File: config.mk
export PLATFORM = sky130hd
export DESIGN_NAME = apb_cmd_master_flat
export DESIGN_NICKNAME = d
export VERILOG_FILES = /design/src/rtl/apb_cmd_master_if.sv /design/src/rtl/apb_cmd_master.sv /design/src/flat_wrapper.sv
export SDC_FILE = /design/constraint.sdc
export NUM_CORES = 1
export LEC_CHECK = 0
export BUFFER_PORTS_ARGS = -buffer_cell sky130_fd_sc_hd__buf_2
export CORE_ASPECT_RATIO = 1.5
export CORE_MARGIN = 1.5
export CORE_UTILIZATION = 56
export DETAILED_ROUTE_END_ITERATION = 10
export PLACE_DENSITY = 0.79
export SYNTH_ARGS = -nofsm -noshare
export SYNTH_HDL_FRONTEND = slang
export SYNTH_SLANG_ARGS = --single-unit
File: constraint.sdc
create_clock -name aclk -period 2.6 [get_ports aclk]
set_input_delay 0.26 -clock aclk [delete_from_list [all_inputs] [get_ports aclk]]
set_output_delay 0.26 -clock aclk [all_outputs]
set_load 0.03 [all_outputs]
File: src/rtl/apb_cmd_master_if.sv
// rtl/apb_cmd_master_if.sv - command, response and APB signal bundle for apb_cmd_master
//
// Purpose: groups the command channel, response channel, status and APB
// requester signals so that the master and its environment connect through one port.
// Ports (master view):
//   cmd_valid/cmd_ready/cmd_write/cmd_addr/cmd_wdata : command channel in
//   rsp_valid/rsp_ready/rsp_write/rsp_rdata/rsp_timeout : response channel out
//   busy : FIFO non-empty or a transfer in progress
//   apb_sel/apb_enable/apb_write/apb_addr/apb_wdata : APB requester outputs
//   apb_ready/apb_rdata : APB completer inputs
interface apb_cmd_master_if #(
  parameter int ADDR_W = 8,
  parameter int DATA_W = 16
) ();
  logic              cmd_valid;
  logic              cmd_ready;
  logic              cmd_write;
  logic [ADDR_W-1:0] cmd_addr;
  logic [DATA_W-1:0] cmd_wdata;

  logic              rsp_valid;
  logic              rsp_ready;
  logic              rsp_write;
  logic [DATA_W-1:0] rsp_rdata;
  logic              rsp_timeout;

  logic              busy;

  logic              apb_sel;
  logic              apb_enable;
  logic              apb_write;
  logic [ADDR_W-1:0] apb_addr;
  logic [DATA_W-1:0] apb_wdata;
  logic              apb_ready;
  logic [DATA_W-1:0] apb_rdata;

  modport master (
    input  cmd_valid, cmd_write, cmd_addr, cmd_wdata, rsp_ready, apb_ready, apb_rdata,
    output cmd_ready, rsp_valid, rsp_write, rsp_rdata, rsp_timeout, busy,
           apb_sel, apb_enable, apb_write, apb_addr, apb_wdata
  );

  modport slave (
    output cmd_valid, cmd_write, cmd_addr, cmd_wdata, rsp_ready, apb_ready, apb_rdata,
    input  cmd_ready, rsp_valid, rsp_write, rsp_rdata, rsp_timeout, busy,
           apb_sel, apb_enable, apb_write, apb_addr, apb_wdata
  );
endinterface

File: src/rtl/apb_cmd_master.sv
// rtl/apb_cmd_master.sv - command-driven APB requester with command FIFO and response channel
//
// Purpose: buffers read/write commands in a CMD_DEPTH-entry FIFO, runs each as one
// APB SETUP/ACCESS transfer and returns one response per transfer, in order.
// Optional feature macro: APB_CMD_MASTER_TIMEOUT_EN (ACCESS abort after
// TIMEOUT_CYCLES cycles without apb_ready; otherwise ACCESS waits forever).
// Ports:
//   aclk   : clock, rising edge
//   areset : synchronous active-high reset
//   bus    : apb_cmd_master_if.master (command, response, busy and APB signals)
module apb_cmd_master #(
  parameter int ADDR_W         = 8,
  parameter int DATA_W         = 16,
  parameter int CMD_DEPTH      = 4,
  parameter int TIMEOUT_CYCLES = 64
) (
  input  logic             aclk,
  input  logic             areset,
  apb_cmd_master_if.master bus
);

  localparam int PTR_W = $clog2(CMD_DEPTH);
  localparam int CNT_W = PTR_W + 1;
  localparam int ENT_W = 1 + ADDR_W + DATA_W;

  localparam logic [1:0] S_IDLE   = 2'd0;
  localparam logic [1:0] S_SETUP  = 2'd1;
  localparam logic [1:0] S_ACCESS = 2'd2;
  localparam logic [1:0] S_RESP   = 2'd3;

  logic [ENT_W-1:0]  r_mem [CMD_DEPTH];
  logic [PTR_W-1:0]  r_wr_ptr;
  logic [PTR_W-1:0]  r_rd_ptr;
  logic [CNT_W-1:0]  r_count;
  logic [1:0]        r_state;

  logic              r_apb_sel;
  logic              r_apb_enable;
  logic              r_apb_write;
  logic [ADDR_W-1:0] r_apb_addr;
  logic [DATA_W-1:0] r_apb_wdata;

  logic              r_rsp_valid;
  logic              r_rsp_write;
  logic [DATA_W-1:0] r_rsp_rdata;
  logic              r_rsp_timeout;

  logic              w_full;
  logic              w_empty;
  logic              w_push;
  logic              w_pop;
  logic              w_timeout_hit;
  logic [ENT_W-1:0]  w_head;

  assign w_full  = (r_count == CNT_W'(CMD_DEPTH));
  assign w_empty = (r_count == '0);
  assign w_push  = bus.cmd_valid && !w_full;
  // The head is popped straight into the APB holding registers, either from IDLE
  // or at the response handshake, so the next SETUP follows RESP with no idle gap.
  assign w_pop   = !w_empty &&
                   ((r_state == S_IDLE) || ((r_state == S_RESP) && bus.rsp_ready));
  assign w_head  = r_mem[r_rd_ptr];

`ifdef APB_CMD_MASTER_TIMEOUT_EN
  localparam int TO_W = $clog2(TIMEOUT_CYCLES) + 1;
  logic [TO_W-1:0] r_to_cnt;

  // Cleared during SETUP so it starts at 0 on the first ACCESS cycle.
  always_ff @(posedge aclk) begin
    if (areset || (r_state == S_SETUP)) begin
      r_to_cnt <= '0;
    end else if ((r_state == S_ACCESS) && !bus.apb_ready) begin
      r_to_cnt <= r_to_cnt + 1'b1;
    end
  end

  // apb_ready in the limit cycle is not an abort; completion wins.
  assign w_timeout_hit = (r_state == S_ACCESS) && !bus.apb_ready &&
                         (r_to_cnt == TO_W'(TIMEOUT_CYCLES - 1));
`else
  logic w_unused_cfg;
  assign w_unused_cfg  = (TIMEOUT_CYCLES != 0);
  assign w_timeout_hit = 1'b0;
`endif

  // FIFO storage carries no reset; entries only become visible through r_count.
  always_ff @(posedge aclk) begin
    if (w_push) begin
      r_mem[r_wr_ptr] <= {bus.cmd_write, bus.cmd_addr, bus.cmd_wdata};
    end
  end

  always_ff @(posedge aclk) begin
    if (areset) begin
      r_wr_ptr      <= '0;
      r_rd_ptr      <= '0;
      r_count       <= '0;
      r_state       <= S_IDLE;
      r_apb_sel     <= 1'b0;
      r_apb_enable  <= 1'b0;
      r_apb_write   <= 1'b0;
      r_apb_addr    <= '0;
      r_apb_wdata   <= '0;
      r_rsp_valid   <= 1'b0;
      r_rsp_write   <= 1'b0;
      r_rsp_rdata   <= '0;
      r_rsp_timeout <= 1'b0;
    end else begin
      if (w_push) r_wr_ptr <= r_wr_ptr + 1'b1;
      if (w_pop)  r_rd_ptr <= r_rd_ptr + 1'b1;

      case ({w_push, w_pop})
        2'b10:   r_count <= r_count + 1'b1;
        2'b01:   r_count <= r_count - 1'b1;
        default: r_count <= r_count;
      endcase

      case (r_state)
        S_IDLE: begin
          if (w_pop) begin
            {r_apb_write, r_apb_addr, r_apb_wdata} <= w_head;
            r_apb_sel <= 1'b1;
            r_state   <= S_SETUP;
          end
        end
        S_SETUP: begin
          r_apb_enable <= 1'b1;
          r_state      <= S_ACCESS;
        end
        S_ACCESS: begin
          if (bus.apb_ready || w_timeout_hit) begin
            r_apb_sel     <= 1'b0;
            r_apb_enable  <= 1'b0;
            r_rsp_valid   <= 1'b1;
            r_rsp_write   <= r_apb_write;
            r_rsp_rdata   <= (bus.apb_ready && !r_apb_write) ? bus.apb_rdata : '0;
            r_rsp_timeout <= !bus.apb_ready;
            r_state       <= S_RESP;
          end
        end
        default: begin
          if (bus.rsp_ready) begin
            r_rsp_valid <= 1'b0;
            if (w_pop) begin
              {r_apb_write, r_apb_addr, r_apb_wdata} <= w_head;
              r_apb_sel <= 1'b1;
              r_state   <= S_SETUP;
            end else begin
              r_state <= S_IDLE;
            end
          end
        end
      endcase
    end
  end

  assign bus.cmd_ready   = !w_full;
  assign bus.busy        = !w_empty || (r_state != S_IDLE);
  assign bus.apb_sel     = r_apb_sel;
  assign bus.apb_enable  = r_apb_enable;
  assign bus.apb_write   = r_apb_write;
  assign bus.apb_addr    = r_apb_addr;
  assign bus.apb_wdata   = r_apb_wdata;
  assign bus.rsp_valid   = r_rsp_valid;
  assign bus.rsp_write   = r_rsp_write;
  assign bus.rsp_rdata   = r_rsp_rdata;
`ifdef APB_CMD_MASTER_TIMEOUT_EN
  assign bus.rsp_timeout = r_rsp_timeout;
`else
  assign bus.rsp_timeout = 1'b0;
`endif

endmodule

File: src/flat_wrapper.sv
// flat-port wrapper written by rule: the top's interface ports become plain ports
module apb_cmd_master_flat 
#(
  parameter int ADDR_W         = 8,
  parameter int DATA_W         = 16,
  parameter int CMD_DEPTH      = 4,
  parameter int TIMEOUT_CYCLES = 64
)
  (aclk, areset, bus_cmd_valid, bus_cmd_write, bus_cmd_addr, bus_cmd_wdata, bus_rsp_ready, bus_apb_ready, bus_apb_rdata, bus_cmd_ready, bus_rsp_valid, bus_rsp_write, bus_rsp_rdata, bus_rsp_timeout, bus_busy, bus_apb_sel, bus_apb_enable, bus_apb_write, bus_apb_addr, bus_apb_wdata);
  apb_cmd_master_if #(.ADDR_W(ADDR_W), .DATA_W(DATA_W)) bus_i ();
  input  logic aclk;
  input  logic areset;
  input wire logic [$bits(bus_i.cmd_valid)-1:0] bus_cmd_valid;
  input wire logic [$bits(bus_i.cmd_write)-1:0] bus_cmd_write;
  input wire logic [$bits(bus_i.cmd_addr)-1:0] bus_cmd_addr;
  input wire logic [$bits(bus_i.cmd_wdata)-1:0] bus_cmd_wdata;
  input wire logic [$bits(bus_i.rsp_ready)-1:0] bus_rsp_ready;
  input wire logic [$bits(bus_i.apb_ready)-1:0] bus_apb_ready;
  input wire logic [$bits(bus_i.apb_rdata)-1:0] bus_apb_rdata;
  output wire logic [$bits(bus_i.cmd_ready)-1:0] bus_cmd_ready;
  output wire logic [$bits(bus_i.rsp_valid)-1:0] bus_rsp_valid;
  output wire logic [$bits(bus_i.rsp_write)-1:0] bus_rsp_write;
  output wire logic [$bits(bus_i.rsp_rdata)-1:0] bus_rsp_rdata;
  output wire logic [$bits(bus_i.rsp_timeout)-1:0] bus_rsp_timeout;
  output wire logic [$bits(bus_i.busy)-1:0] bus_busy;
  output wire logic [$bits(bus_i.apb_sel)-1:0] bus_apb_sel;
  output wire logic [$bits(bus_i.apb_enable)-1:0] bus_apb_enable;
  output wire logic [$bits(bus_i.apb_write)-1:0] bus_apb_write;
  output wire logic [$bits(bus_i.apb_addr)-1:0] bus_apb_addr;
  output wire logic [$bits(bus_i.apb_wdata)-1:0] bus_apb_wdata;
  assign bus_i.cmd_valid = bus_cmd_valid;
  assign bus_i.cmd_write = bus_cmd_write;
  assign bus_i.cmd_addr = bus_cmd_addr;
  assign bus_i.cmd_wdata = bus_cmd_wdata;
  assign bus_i.rsp_ready = bus_rsp_ready;
  assign bus_i.apb_ready = bus_apb_ready;
  assign bus_i.apb_rdata = bus_apb_rdata;
  assign bus_cmd_ready = bus_i.cmd_ready;
  assign bus_rsp_valid = bus_i.rsp_valid;
  assign bus_rsp_write = bus_i.rsp_write;
  assign bus_rsp_rdata = bus_i.rsp_rdata;
  assign bus_rsp_timeout = bus_i.rsp_timeout;
  assign bus_busy = bus_i.busy;
  assign bus_apb_sel = bus_i.apb_sel;
  assign bus_apb_enable = bus_i.apb_enable;
  assign bus_apb_write = bus_i.apb_write;
  assign bus_apb_addr = bus_i.apb_addr;
  assign bus_apb_wdata = bus_i.apb_wdata;
  apb_cmd_master #(.ADDR_W(ADDR_W), .DATA_W(DATA_W), .CMD_DEPTH(CMD_DEPTH), .TIMEOUT_CYCLES(TIMEOUT_CYCLES)) u_core (.aclk(aclk), .areset(areset), .bus(bus_i));
endmodule
==> results of run 1 <==
==> cell usage after synthesis (2+ instances only) <==
| cell | n |
|---|---|
| sky130_fd_sc_hd__o21ai_0 | 2 |
| sky130_fd_sc_hd__mux2i_1 | 27 |
| sky130_fd_sc_hd__and3_1 | 4 |
| sky130_fd_sc_hd__buf_2 | 5 |
| sky130_fd_sc_hd__ha_1 | 10 |
| sky130_fd_sc_hd__dfxtp_1 | 56 |
| sky130_fd_sc_hd__a22o_1 | 15 |
| sky130_fd_sc_hd__nand2_1 | 6 |
| sky130_fd_sc_hd__nand3_1 | 2 |
| sky130_fd_sc_hd__nor3b_1 | 2 |
| sky130_fd_sc_hd__buf_6 | 5 |
| sky130_fd_sc_hd__a211oi_1 | 2 |
| sky130_fd_sc_hd__a21oi_1 | 7 |
| sky130_fd_sc_hd__inv_1 | 6 |
| sky130_fd_sc_hd__nor2b_1 | 3 |
| sky130_fd_sc_hd__mux4_2 | 25 |
| sky130_fd_sc_hd__nor3_4 | 2 |
| sky130_fd_sc_hd__nor2_1 | 38 |
| sky130_fd_sc_hd__xnor2_1 | 4 |
| sky130_fd_sc_hd__dlygate4sd1_1 | 2 |
| sky130_fd_sc_hd__edfxtp_1 | 100 |
| sky130_fd_sc_hd__buf_4 | 2 |
==> layer usage <==
metal,up-vias,GRT usage,share of wire
li1,1522,-,-
met1,1608,0.241,0.39
met2,117,0.353,0.53
met3,28,0.0663,0.056
met4,2,0.116,0.025
met5,-,0,0.0011
==> repair_timing <==
| item | 4_1_cts | 5_1_grt |
|---|---|---|
| resized for setup | 0 | 2 |
| setup endpoints to repair | 0 | 1 |
| buffers inserted | 0 | 1 |
| hold endpoints to repair | 0 | 0 |
==> stage by stage <==
stage	total power, W	util	hold WS, ps	instances	setup WS (ps)
2_1_floorplan	0.00493	-	359	343	348
3_3_place_gp	0.00539	0.632	447	545	260
3_5_place_dp	0.00548	0.632	458	545	112
4_1_cts	0.00788	0.689	35.1	577	96.1
5_1_grt	0.00817	0.690	37.1	579	56.5
6_report	0.00782	0.690	51.0	579	186
==> state kept, by name (all words and copies together), names as in the netlist, named ones only <==
name	flops
u_core.r_mem	100
u_core.bus.apb_wdata	16
u_core.bus.rsp_rdata	16
u_core.bus.apb_addr	8
u_core.r_count	3
u_core.r_rd_ptr	2
u_core.r_state	2
u_core.r_wr_ptr	2
u_core.bus.apb_enable	1
u_core.bus.apb_sel	1
u_core.bus.apb_write	1
u_core.bus.rsp_valid	1
u_core.bus.rsp_write	1
==> where the power goes <==
part           internal (W)  switching [W]
registers           0.00309       0.000224
clock network       0.00135        0.00103
logic              0.000844        0.00128
==> final cells by class <==
class | count | area share
antenna | 1 | 0.000358
clock buffer | 17 | 0.0608
clock inverter | 15 | 0.0218
inverter | 6 | 0.00322
multi-input combinational | 164 | 0.225
sequential | 156 | 0.590
tap | 117 | 0.0209
timing repair buffer | 103 | 0.0776
==> kinds of logic (layout without fill, tap and decap cells) <==
family / Yosys count / after routing / synth area share
DFF: 156 / 156 / 0.704
and+or+nand+nor: 63 / 63 / 0.0531
muxes: 52 / 52 / 0.142
AOI/OAI and AO/OA: 32 / 32 / 0.0406
buffers and inverters: 23 / 141 / 0.0277
adders and majority gates: 11 / 11 / 0.0248
xor gates and xnor gates: 5 / 5 / 0.00747
other: 1 / 2 / 0.000640
==> worst max path at each step <==
stage,to,slack [ps],depth (start not counted)
global placement,u_core.r_count[2]$_SDFFE_PP0P_,260,9
finish,u_core.r_count[2]$_SDFFE_PP0P_,190,9
CTS,u_core.r_count[2]$_SDFFE_PP0P_,100,9
global route,u_core.r_count[2]$_SDFFE_PP0P_,60,9
detailed placement,u_core.r_count[2]$_SDFFE_PP0P_,110,9
floorplan,u_core.r_count[2]$_SDFFE_PP0P_,350,9
==> worst max-delay path: cells and delay by family (launching register included) <==
family / cells / cell delay, ps
buf+inv: 1 / 90
fa+ha+maj: 3 / 950
xor+xnor: 1 / 160
compound gates: 2 / 350
simple gates: 2 / 440
flops: 1 / 370
==> implementation parameters, run 1 <==
Parameter                              Value

GRT
  Total gr overflow ... 0
  Initial antenna violation count ... 2
  Global-route wire length before repair ... 17.0 mm
  Maximum number of pins on one net before global-route repair ... 26
  Vias in the first global route ... 3,393
  Overall routing resource usage ... 0.211

Worst setup path
  Critical path cell sequence ... inv_1, ha_1, a21oi_2, nor2_1, ha_1, fa_1, xnor2_1, or3_1, a21oi_1
  Required time of the worst setup path ... 2950 ps
  Reg-to-reg setup timing slack ... 190 ps
  Setup crit end kind ... flop
  Category of the critical setup timing path ... flop to flop
  Crit Path Max Fanout ... 6
  Critical Path Slowest Stage Cell ... sky130_fd_sc_hd__fa_1
  Delay contributed by the slowest stage of the critical path ... 400 ps
  Most frequent cell on the critical path ... sky130_fd_sc_hd__ha_1
  CP startpoint ... u_core.r_state[0]$_SDFFE_PP0P_
  Critical path arrival ... 2760 ps
  Capture instance of the worst register-to-register path ... u_core.r_count[2]$_SDFFE_PP0P_
  Startpoint of the worst-slack reg-to-reg timing path ... u_core.r_state[0]$_SDFFE_PP0P_
  Depth of the worst register-to-register path ... 9
  Type of element launching the critical path ... flop

Placement
  Port Buf Inserts ... 92
  RePlAce Congestion ... 0.695
  Post-detail-place hpwl ... 6.54 mm
  Post-DP Area ... 6400 um2

STA
  Post-route minimum period ... 2410 ps
  Max-Slew Margin vs Limit ... 0.651
  Highest achievable clock rate ... 0.414 GHz
  Fin crit share ... 0.928
  Final count of pins violating max slew ... 0
  Final hold vios ... 0
  Post-route setup TNS ... 0 ps
  Slew at the pin closest to its max-slew limit ... 523 ps
  Unrepaired setup endpoints after global routing ... false
  Layout Skew ... 5.96 ps
  Final setup viols ... 0

Cells and area
  Commonest cells after routing, fill and taps aside ... 100 x sky130_fd_sc_hd__edfxtp_1, 92 x sky130_fd_sc_hd__buf_2, 53 x sky130_fd_sc_hd__dfxtp_1
  Fraction of layout instances using a drive strength above 1 ... 0.364
  Net count of the finished layout ... 505
  Area of all placed cells without fillers ... 7000 um2
  Multi-input logic area ... 1580 um2
  Area overhead of the layout relative to synthesis ... 19.3%
  FILL cells ... 664
  Commonest non-fill, non-tap cell in the layout ... sky130_fd_sc_hd__edfxtp_1
  Footprint of the flip-flops and latches ... 4130 um2

Detailed routing
  DRC Markers ... 0
  Antenna violation net count after detailed routing ... 0
  Number of detailed-routing iterations run before antenna repair ... 4
  Total number of vias ... 3,277
  Initial DRC count ... 185
  Final Routed Wirelength ... 10.8 mm
  Wire length per cell after detailed routing ... 18.6 um
  Average via count per standard cell ... 5.66

Floorplanning
  Std cell rows ... 45
  Y dimension of the die ... 128 um
  Horizontal extent of the die ... 86.5 um
  Area enclosed by the die boundary ... 11,100 um2
  I/O pin cnt ... 94
  Effective utilization at floorplan ... 0.578
  Floorplan Core Area ... 10,100 um2

CTS
  CTS Root Buffer Type ... sky130_fd_sc_hd__clkbuf_16
  Number of sinks driven by the clock tree ... 156
  Total CTS buffers ... 17
  Clock tree from TritonCTS ... yes
  Clock latency of the later-clocked register in the worst-skew pair ... 420 ps
  Number of H-tree levels ... 4
  Maximum buffer depth of the clock tree ... 2
  Clock edge transition at the registers on the reported setup and hold paths ... 60 ps
  Number of buffers inserted for hold repair after clock tree synthesis ... 0

Synthesis
  Number of synthesized register bits ... 156
  Post-synth EDFFs ... 100
  Cells after synthesis ... 343
  Warnings, synthesis ... 0
  Ranking of synthesized cells by area ... sky130_fd_sc_hd__edfxtp_1 51%, sky130_fd_sc_hd__dfxtp_1 19%, sky130_fd_sc_hd__mux4_2 9.6%, sky130_fd_sc_hd__mux2i_1 4.6%, sky130_fd_sc_hd__nor2_1 2.4%
  Mean post-synth cell area ... 17.1 um2
  Library cells used by synthesis ... 40
  Share of the synthesized area in the top cell type ... 0.512
  Portion of the post-synthesis area used by sequential elements ... 0.704
  Synthesized net count ... 400
  Library cell occupying the most area in the post-synthesis netlist ... sky130_fd_sc_hd__edfxtp_1
  Netlist area before placement ... 5860 um2
  Asr flop ratio synth ... 0
  Dominant synthesized flop cell ... sky130_fd_sc_hd__edfxtp_1

Pwr
  Cell leakage power ... 2.69 nW
  Cell area power density ... 1120 nW/um2
  Highest ir drop seen on vdd ... 0.690 mV

Hold path
  Type of the worst min-delay path ... input port to flop
  Hold EP ... u_core.bus.rsp_rdata[0]$_SDFFE_PP0P_
  Hold Path Stages ... 2
  Startpoint of the lowest-slack hold path ... bus_apb_rdata[0]

Flow run
  Max_cap viols ... 0

Status
  Status ... complete, no violations
Power figures use the tool's default switching activity.
==> inputs of run 2 (changes only) <==
--- a/config.mk
+++ b/config.mk
@@ -8,9 +8,9 @@
 export BUFFER_PORTS_ARGS = -buffer_cell sky130_fd_sc_hd__buf_2
 export CORE_ASPECT_RATIO = 1.5
 export CORE_MARGIN = 1.5
-export CORE_UTILIZATION = 56
+export CORE_UTILIZATION = 50
 export DETAILED_ROUTE_END_ITERATION = 10
-export PLACE_DENSITY = 0.79
+export PLACE_DENSITY = 0.75
 export SYNTH_ARGS = -nofsm -noshare
 export SYNTH_HDL_FRONTEND = slang
 export SYNTH_SLANG_ARGS = --single-unit
==> constraint.sdc (replaced) <==
create_clock -name aclk -period 2 [get_ports aclk]
set_input_delay 0.2 -clock aclk [delete_from_list [all_inputs] [get_ports aclk]]
set_output_delay 0.2 -clock aclk [all_outputs]
set_load 0.03 [all_outputs]
==> implementation parameters, run 2 (same netlist as run 1, synthesis figures left out) <==
Parameter                              Value

Cells and area
  Cell Count, Final, Fillers Out ... 647 (+12%)
  Flip-flop count of the largest register, all copies and words added ... 100 (unchanged)
  Fraction of layout instances using a drive strength above 1 ... 0.378 (+0.0138)
  N_diodes ... 0 (-1)
  Area overhead of the layout relative to synthesis ... 27.9%
  Top reg by flops ... u_core.r_mem
  Net count of the finished layout ... 541 (+7.1%)
  FILL cells ... 802 (+21%)
  Multi-input logic area ... 1610 um2 (+2.3%)
  Layout Utilization ... 0.654 (-0.0365)
  Commonest cells after routing, fill and taps aside ... 100 x sky130_fd_sc_hd__edfxtp_1, 92 x sky130_fd_sc_hd__buf_2, 50 x sky130_fd_sc_hd__dfxtp_1
  Commonest non-fill, non-tap cell in the layout ... sky130_fd_sc_hd__edfxtp_1
  Footprint of the flip-flops and latches ... 4140 um2 (+0.33%)

Detailed routing
  Number of detailed-routing iterations run before antenna repair ... 5 (+1)
  Initial DRC count ... 197 (+6.5%)
  DRC Markers ... 0 (unchanged)
  Antenna violation net count after detailed routing ... 0 (unchanged)
  Wire length per cell after detailed routing ... 17.3 um (-7.1%)
  Final Routed Wirelength ... 11.2 mm (+3.8%)
  Total number of vias ... 3,369 (+2.8%)
  Average via count per standard cell ... 5.21 (-8.0%)

Pwr
  Highest ir drop seen on vdd ... 0.858 mV (+24%)
  Post-layout power ... 0.0106 W (+35%)
  Cell leakage power ... 2.87 nW (+6.9%)
  Cell area power density ... 1410 nW/um2 (+26%)

CTS
  Clock latency of the later-clocked register in the worst-skew pair ... 420 ps (about the same)
  Number of sinks driven by the clock tree ... 156 (unchanged)
  Clock tree from TritonCTS ... yes
  Number of H-tree levels ... 4 (unchanged)
  CTS Root Buffer Type ... sky130_fd_sc_hd__clkbuf_16
  Clock edge transition at the registers on the reported setup and hold paths ... 60 ps (about the same)
  Total CTS buffers ... 17 (unchanged)
  Maximum buffer depth of the clock tree ... 2 (unchanged)

Worst setup path
  Critical path arrival ... 2340 ps (-420 ps)
  Crit Path Max Fanout ... 6 (unchanged)
  Depth of the worst register-to-register path ... 9 (unchanged)
  Required time of the worst setup path ... 2330 ps (-620 ps)
  Reg-to-reg setup timing slack ... -9 ps (-200 ps)
  Category of the critical setup timing path ... flop to flop
  Setup crit end kind ... flop
  Startpoint of the worst-slack reg-to-reg timing path ... u_core.r_state[0]$_SDFFE_PP0P_
  Capture instance of the worst register-to-register path ... u_core.r_count[2]$_SDFFE_PP0P_
  Type of element launching the critical path ... flop

STA
  Highest achievable clock rate ... 0.498 GHz (+20%)
  Final setup viols ... 1 (+1)
  Unrepaired setup endpoints after global routing ... true
  Final count of pins violating max slew ... 0 (unchanged)
  Slew at the pin closest to its max-slew limit ... 562 ps (+39.0 ps)
  Max-Slew Margin vs Limit ... 0.625 (-0.0260)
  Layout Skew ... 12.5 ps (+6.57 ps)
  Fin crit share ... 1.00 (+0.0760)
  Final hold vios ... 0 (unchanged)
  Worst path setup slack after routing ... -8.69 ps (-195 ps)
  Worst Hold Margin ... 13.8 ps (-37.2 ps)
  Post-route setup TNS ... -8.69 ps (-8.69 ps)
  Post-route minimum period ... 2010 ps (-405 ps)

Floorplanning
  Area enclosed by the die boundary ... 12,400 um2 (+12%)
  Y dimension of the die ... 136 um (+5.7%)
  Effective utilization at floorplan ... 0.511 (-0.0674)
  Floorplan Core Area ... 11,500 um2 (+13%)
  Horizontal extent of the die ... 91.4 um (+5.6%)
  Std cell rows ... 48 (+6.7%)
  I/O pin cnt ... 94 (unchanged)

Hold path
  Type of the worst min-delay path ... input port to flop
  Hold EP ... u_core.bus.rsp_rdata[3]$_SDFFE_PP0P_
  Hold Path Stages ... 2 (unchanged)
  Startpoint of the lowest-slack hold path ... bus_apb_rdata[3]

Status
  Status ... finished, violations left
  Violations in the final reports ... setup timing

GRT
  Vias in the first global route ... 3,568 (+5.2%)
  Global-route wire length before repair ... 17.9 mm (+5.5%)
  GRT busiest layer ... met2
  Overall routing resource usage ... 0.195 (-0.0167)
  Met3 track demand over resource in global routing ... 0.0589 (-0.00740)
  Global-route met2 utilization ... 0.350 (-0.00302)
  Total gr overflow ... 0 (unchanged)
  GR Util met1 ... 0.217 (-0.0232)
  Initial antenna violation count ... 0 (-2)
  Maximum number of pins on one net before global-route repair ... 26 (unchanged)

Placement
  Port Buf Inserts ... 92 (unchanged)
  Total placed cells including tap cells ... 583 (+7.0%)
  RePlAce Congestion ... 0.722 (+4.0%)
  Post-detail-place hpwl ... 6.82 mm (+4.3%)

Flow run
  Max_cap viols ... 0 (unchanged)
run 2: stage by stage:
| step | setup WS, ps | cell area, um2 |
|---|---|---|
| 2_1_floorplan | 27.9 | 5900 |
| 3_3_place_gp | 50.6 | 6560 |
| 3_5_place_dp | -61.8 | 6560 |
| 4_1_cts | 5.24 | 7490 |
| 5_1_grt | -92.5 | 7500 |
| 6_report | -8.69 | 7500 |
run 2: critical path: stages (launching register included):
cell	delay (ps)
sky130_fd_sc_hd__dfxtp_4	360
sky130_fd_sc_hd__inv_2	50
sky130_fd_sc_hd__ha_4	180
sky130_fd_sc_hd__a21oi_4	130
sky130_fd_sc_hd__nor2_2	60
sky130_fd_sc_hd__ha_2	180
sky130_fd_sc_hd__fa_2	340
sky130_fd_sc_hd__xnor2_1	140
sky130_fd_sc_hd__or3_1	330
sky130_fd_sc_hd__a21oi_2	150
run 2: layout make-up:
class	instances	area share
well taps	150	0.0250
flip-flops and latches	156	0.552
multi-input cells	164	0.215
repair buffers	139	0.123
inverters	6	0.00300
clock buffers	17	0.0567
clock inverters	15	0.0250
run 2: how the worst max path moves through the flow:
stage          depth (start not counted)                            from  slack (ps)                        endpoint
3_3_place_gp                           8  u_core.r_state[1]$_SDFFE_PP0P_          50  u_core.r_count[2]$_SDFFE_PP0P_
5_1_grt                                9  u_core.r_state[0]$_SDFFE_PP0P_         -90  u_core.r_count[2]$_SDFFE_PP0P_
6_report                               9  u_core.r_state[0]$_SDFFE_PP0P_          -9  u_core.r_count[2]$_SDFFE_PP0P_
3_5_place_dp                           9  u_core.r_state[0]$_SDFFE_PP0P_         -60  u_core.r_count[2]$_SDFFE_PP0P_
4_1_cts                                8  u_core.r_count[2]$_SDFFE_PP0P_           5  u_core.r_count[2]$_SDFFE_PP0P_
2_1_floorplan                          8  u_core.r_count[1]$_SDFFE_PP0P_          30  u_core.r_count[2]$_SDFFE_PP0P_
run 2: power by group:
part           internal, W  switching, W
combinational      0.00129       0.00172
clock              0.00198       0.00130
sequential         0.00402      0.000270
total              0.00729       0.00330
run 2: layer usage:
layer  wire, um  part of all wire
met1       4420              0.40
met2       6120              0.55
met3        529             0.047
met4         99            0.0089
met5          0                 0
run 2: what timing repair did:
item | CTS | global route
setup buffers | 3 | 0
pin swaps | 2 | 0
gates cloned | 0 | 0
setup endpoints to repair | 1 | 2
resized for setup | 4 | 2
endpoints found under the hold margin | 88 | 1
hold buffers | 28 | 1
==> inputs of run 3 (changes only) <==
--- a/config.mk
+++ b/config.mk
@@ -7,10 +7,12 @@
 export LEC_CHECK = 0
 export BUFFER_PORTS_ARGS = -buffer_cell sky130_fd_sc_hd__buf_2
 export CORE_ASPECT_RATIO = 1.5
-export CORE_MARGIN = 1.5
+export CORE_MARGIN = 4
 export CORE_UTILIZATION = 50
 export DETAILED_ROUTE_END_ITERATION = 10
 export PLACE_DENSITY = 0.75
+export RECOVER_POWER = 50
+export REMOVE_ABC_BUFFERS = 1
 export SYNTH_ARGS = -nofsm -noshare
 export SYNTH_HDL_FRONTEND = slang
 export SYNTH_SLANG_ARGS = --single-unit
==> implementation parameters, run 3 (same netlist as run 1, synthesis figures left out) <==
Parameter                              Value

Cells and area
  Fraction of layout instances using a drive strength above 1 ... 0.262 (-0.116)
  Area overhead of the layout relative to synthesis ... 27.7%
  Flip-flop count of the largest register, all copies and words added ... 100 (unchanged)
  FILL cells ... 827 (+3.1%)
  Top reg by flops ... u_core.r_mem
  Commonest cells after routing, fill and taps aside ... 100 x sky130_fd_sc_hd__edfxtp_1, 70 x sky130_fd_sc_hd__clkbuf_1, 50 x sky130_fd_sc_hd__dfxtp_1
  Commonest non-fill, non-tap cell in the layout ... sky130_fd_sc_hd__edfxtp_1
  N_diodes ... 0 (unchanged)
  Layout Utilization ... 0.653 (-0.00109)
  Area of all placed cells without fillers ... 7490 um2 (-0.17%)
  Net count of the finished layout ... 552 (+2.0%)

GRT
  GRT busiest layer ... met2
  Overall routing resource usage ... 0.178 (-0.0169)
  GR Util met1 ... 0.194 (-0.0233)
  Met3 track demand over resource in global routing ... 0.0443 (-0.0146)
  Vias in the first global route ... 3,648 (+2.2%)
  Maximum number of pins on one net before global-route repair ... 31 (+19%)
  Total gr overflow ... 0 (unchanged)
  Initial antenna violation count ... 0 (unchanged)
  Global-route met2 utilization ... 0.327 (-0.0230)
  Global-route wire length before repair ... 18.1 mm (+0.70%)

Detailed routing
  Wire length per cell after detailed routing ... 17.7 um (+2.3%)
  Total number of vias ... 3,392 (+0.68%)
  Average via count per standard cell ... 5.16 (-1.0%)
  Antenna violation net count after detailed routing ... 0 (unchanged)
  DRC Markers ... 0 (unchanged)
  Number of detailed-routing iterations run before antenna repair ... 4 (-1)
  Initial DRC count ... 137 (-30%)
  Final Routed Wirelength ... 11.6 mm (+4.1%)

Floorplanning
  Y dimension of the die ... 141 um (+3.7%)
  Floorplan Core Area ... 11,500 um2 (unchanged)
  I/O pin cnt ... 94 (unchanged)
  Std cell rows ... 48 (unchanged)
  Area enclosed by the die boundary ... 13,600 um2 (+9.4%)
  Effective utilization at floorplan ... 0.511 (unchanged)
  Horizontal extent of the die ... 96.4 um (+5.5%)

CTS
  Clock tree from TritonCTS ... yes
  Maximum buffer depth of the clock tree ... 2 (unchanged)
  Total CTS buffers ... 17 (unchanged)
  Number of sinks driven by the clock tree ... 156 (unchanged)
  Clock latency of the later-clocked register in the worst-skew pair ... 410 ps (about the same)
  Number of H-tree levels ... 4 (unchanged)
  CTS Root Buffer Type ... sky130_fd_sc_hd__clkbuf_16
  Clock edge transition at the registers on the reported setup and hold paths ... 60 ps (about the same)

Worst setup path
  Required time of the worst setup path ... 2330 ps (about the same)
  Worst path top cell family by delay ... adder cells
  Critical path arrival ... 2300 ps (-40 ps)
  Crit path depth ... 9 (unchanged)
  Delay contributed by the slowest stage of the critical path ... 370 ps (about the same)
  CP Buf/Inv Count ... 1 (unchanged)
  Most frequent cell on the critical path ... sky130_fd_sc_hd__ha_4
  Depth of the worst register-to-register path ... 9 (unchanged)
  Capture instance of the worst register-to-register path ... u_core.r_count[2]$_SDFFE_PP0P_
  Startpoint of the worst-slack reg-to-reg timing path ... u_core.r_state[0]$_SDFFE_PP0P_
  Setup crit end kind ... flop
  Critical path cell sequence ... inv_2, ha_4, a21oi_4, nor2_2, ha_4, fa_2, xnor2_2, or3_1, a21oi_1
  Crit Path Max Fanout ... 3 (-3)
  Category of the critical setup timing path ... flop to flop
  Critical Path Slowest Stage Cell ... sky130_fd_sc_hd__fa_2
  Type of element launching the critical path ... flop
  Reg-to-reg setup timing slack ... 30 ps (+40 ps)

STA
  Final setup viols ... 0 (-1)
  Fin crit share ... 0.985 (-0.0195)
  Slew at the pin closest to its max-slew limit ... 536 ps (-25.9 ps)
  Post-route minimum period ... 1970 ps (-39.0 ps)
  Unrepaired setup endpoints after global routing ... true
  Final count of pins violating max slew ... 0 (unchanged)
  Max-Slew Margin vs Limit ... 0.641 (+0.0161)
  Final hold vios ... 0 (unchanged)
  Layout Skew ... 8.46 ps (-4.07 ps)
  Highest achievable clock rate ... 0.508 GHz (+2.0%)

Placement
  RePlAce Congestion ... 0.721 (-0.25%)
  Post-DP Area ... 6600 um2 (+0.63%)
  Post-detail-place hpwl ... 7.27 mm (+6.5%)
  Port Buf Inserts ... 92 (unchanged)

Status
  Status ... complete, no violations

Hold path
  Hold EP ... u_core.bus.rsp_rdata[12]$_SDFFE_PP0P_
  Type of the worst min-delay path ... input port to flop
  Hold Path Stages ... 2 (unchanged)
  Startpoint of the lowest-slack hold path ... bus_apb_rdata[12]

Pwr
  Post-layout power ... 0.0106 W (-0.25%)
  Cell area power density ... 1410 nW/um2 (about the same)
  Cell leakage power ... 2.69 nW (-6.5%)
  Highest ir drop seen on vdd ... 1.01 mV (+18%)

Flow run
  Max_cap viols ... 0 (unchanged)
run 3: area by class of cell:
class,count,area (um2),area share
Sequential cell,156,4130,0.552
Multi-Input combinational cell,164,1640,0.219
Timing Repair Buffer,150,887,0.118
Clock buffer,23,554,0.0740
Tap cell,150,188,0.0251
Clock inverter,9,65.1,0.00869
Inverter,6,22.5,0.00301
run 3: where the power goes:
part	switching, W	total (W)	internal, W
clock	0.00125	0.00322	0.00197
sequential	0.000279	0.00429	0.00401
combinational	0.00177	0.00305	0.00128
run 3: what timing repair did:
| action | 4_1_cts | 5_1_grt |
|---|---|---|
| gates resized for setup | 8 | 13 |
| endpoints found under the setup margin | 2 | 18 |
| setup buffers | 1 | 2 |
| pin swaps | 1 | 6 |
| endpoints found under the hold margin | 80 | 0 |
| hold buffers | 26 | 0 |
run 3: routing by layer:
metal	vias to the layer above	wire [um]
li1	1605	-
met1	1677	4400
met2	103	6420
met3	7	677
met4	0	110
met5	-	0
run 3: stage by stage:
stage | setup WS, ps | instances | setup TNS, ps | hold WS [ps]
final | 30.3 | 658 | 0 | 17.1
after global routing | -34.0 | 658 | -34.0 | 9.41
after CTS | 3.53 | 656 | 0 | 1.23
after detailed placement | -172 | 597 | -172 | 415
after global placement | -38.8 | 597 | -38.8 | 410
after floorplan | -252 | 326 | -4350 | 269
run 3: worst max-delay path by stage:
stage          slack (ps)                           start                        endpoint
3_5_place_dp         -170  u_core.r_state[1]$_SDFFE_PP0P_  u_core.r_count[2]$_SDFFE_PP0P_
3_3_place_gp          -40  u_core.r_state[1]$_SDFFE_PP0P_  u_core.r_count[2]$_SDFFE_PP0P_
6_report               30  u_core.r_state[0]$_SDFFE_PP0P_  u_core.r_count[2]$_SDFFE_PP0P_
5_1_grt               -30  u_core.r_state[1]$_SDFFE_PP0P_  u_core.r_count[2]$_SDFFE_PP0P_
4_1_cts                 4  u_core.r_state[1]$_SDFFE_PP0P_  u_core.r_count[2]$_SDFFE_PP0P_
2_1_floorplan        -250  u_core.r_state[1]$_SDFFE_PP0P_  u_core.r_count[2]$_SDFFE_PP0P_
run 3: worst register-to-register path, delay by kind of cell (launching register included):
kind,cells,cell delay [ps]
fa+ha+maj,3,710
simple gates,2,390
flops,1,350
compound gates,2,240
xor+xnor,1,150
buf+inv,1,60
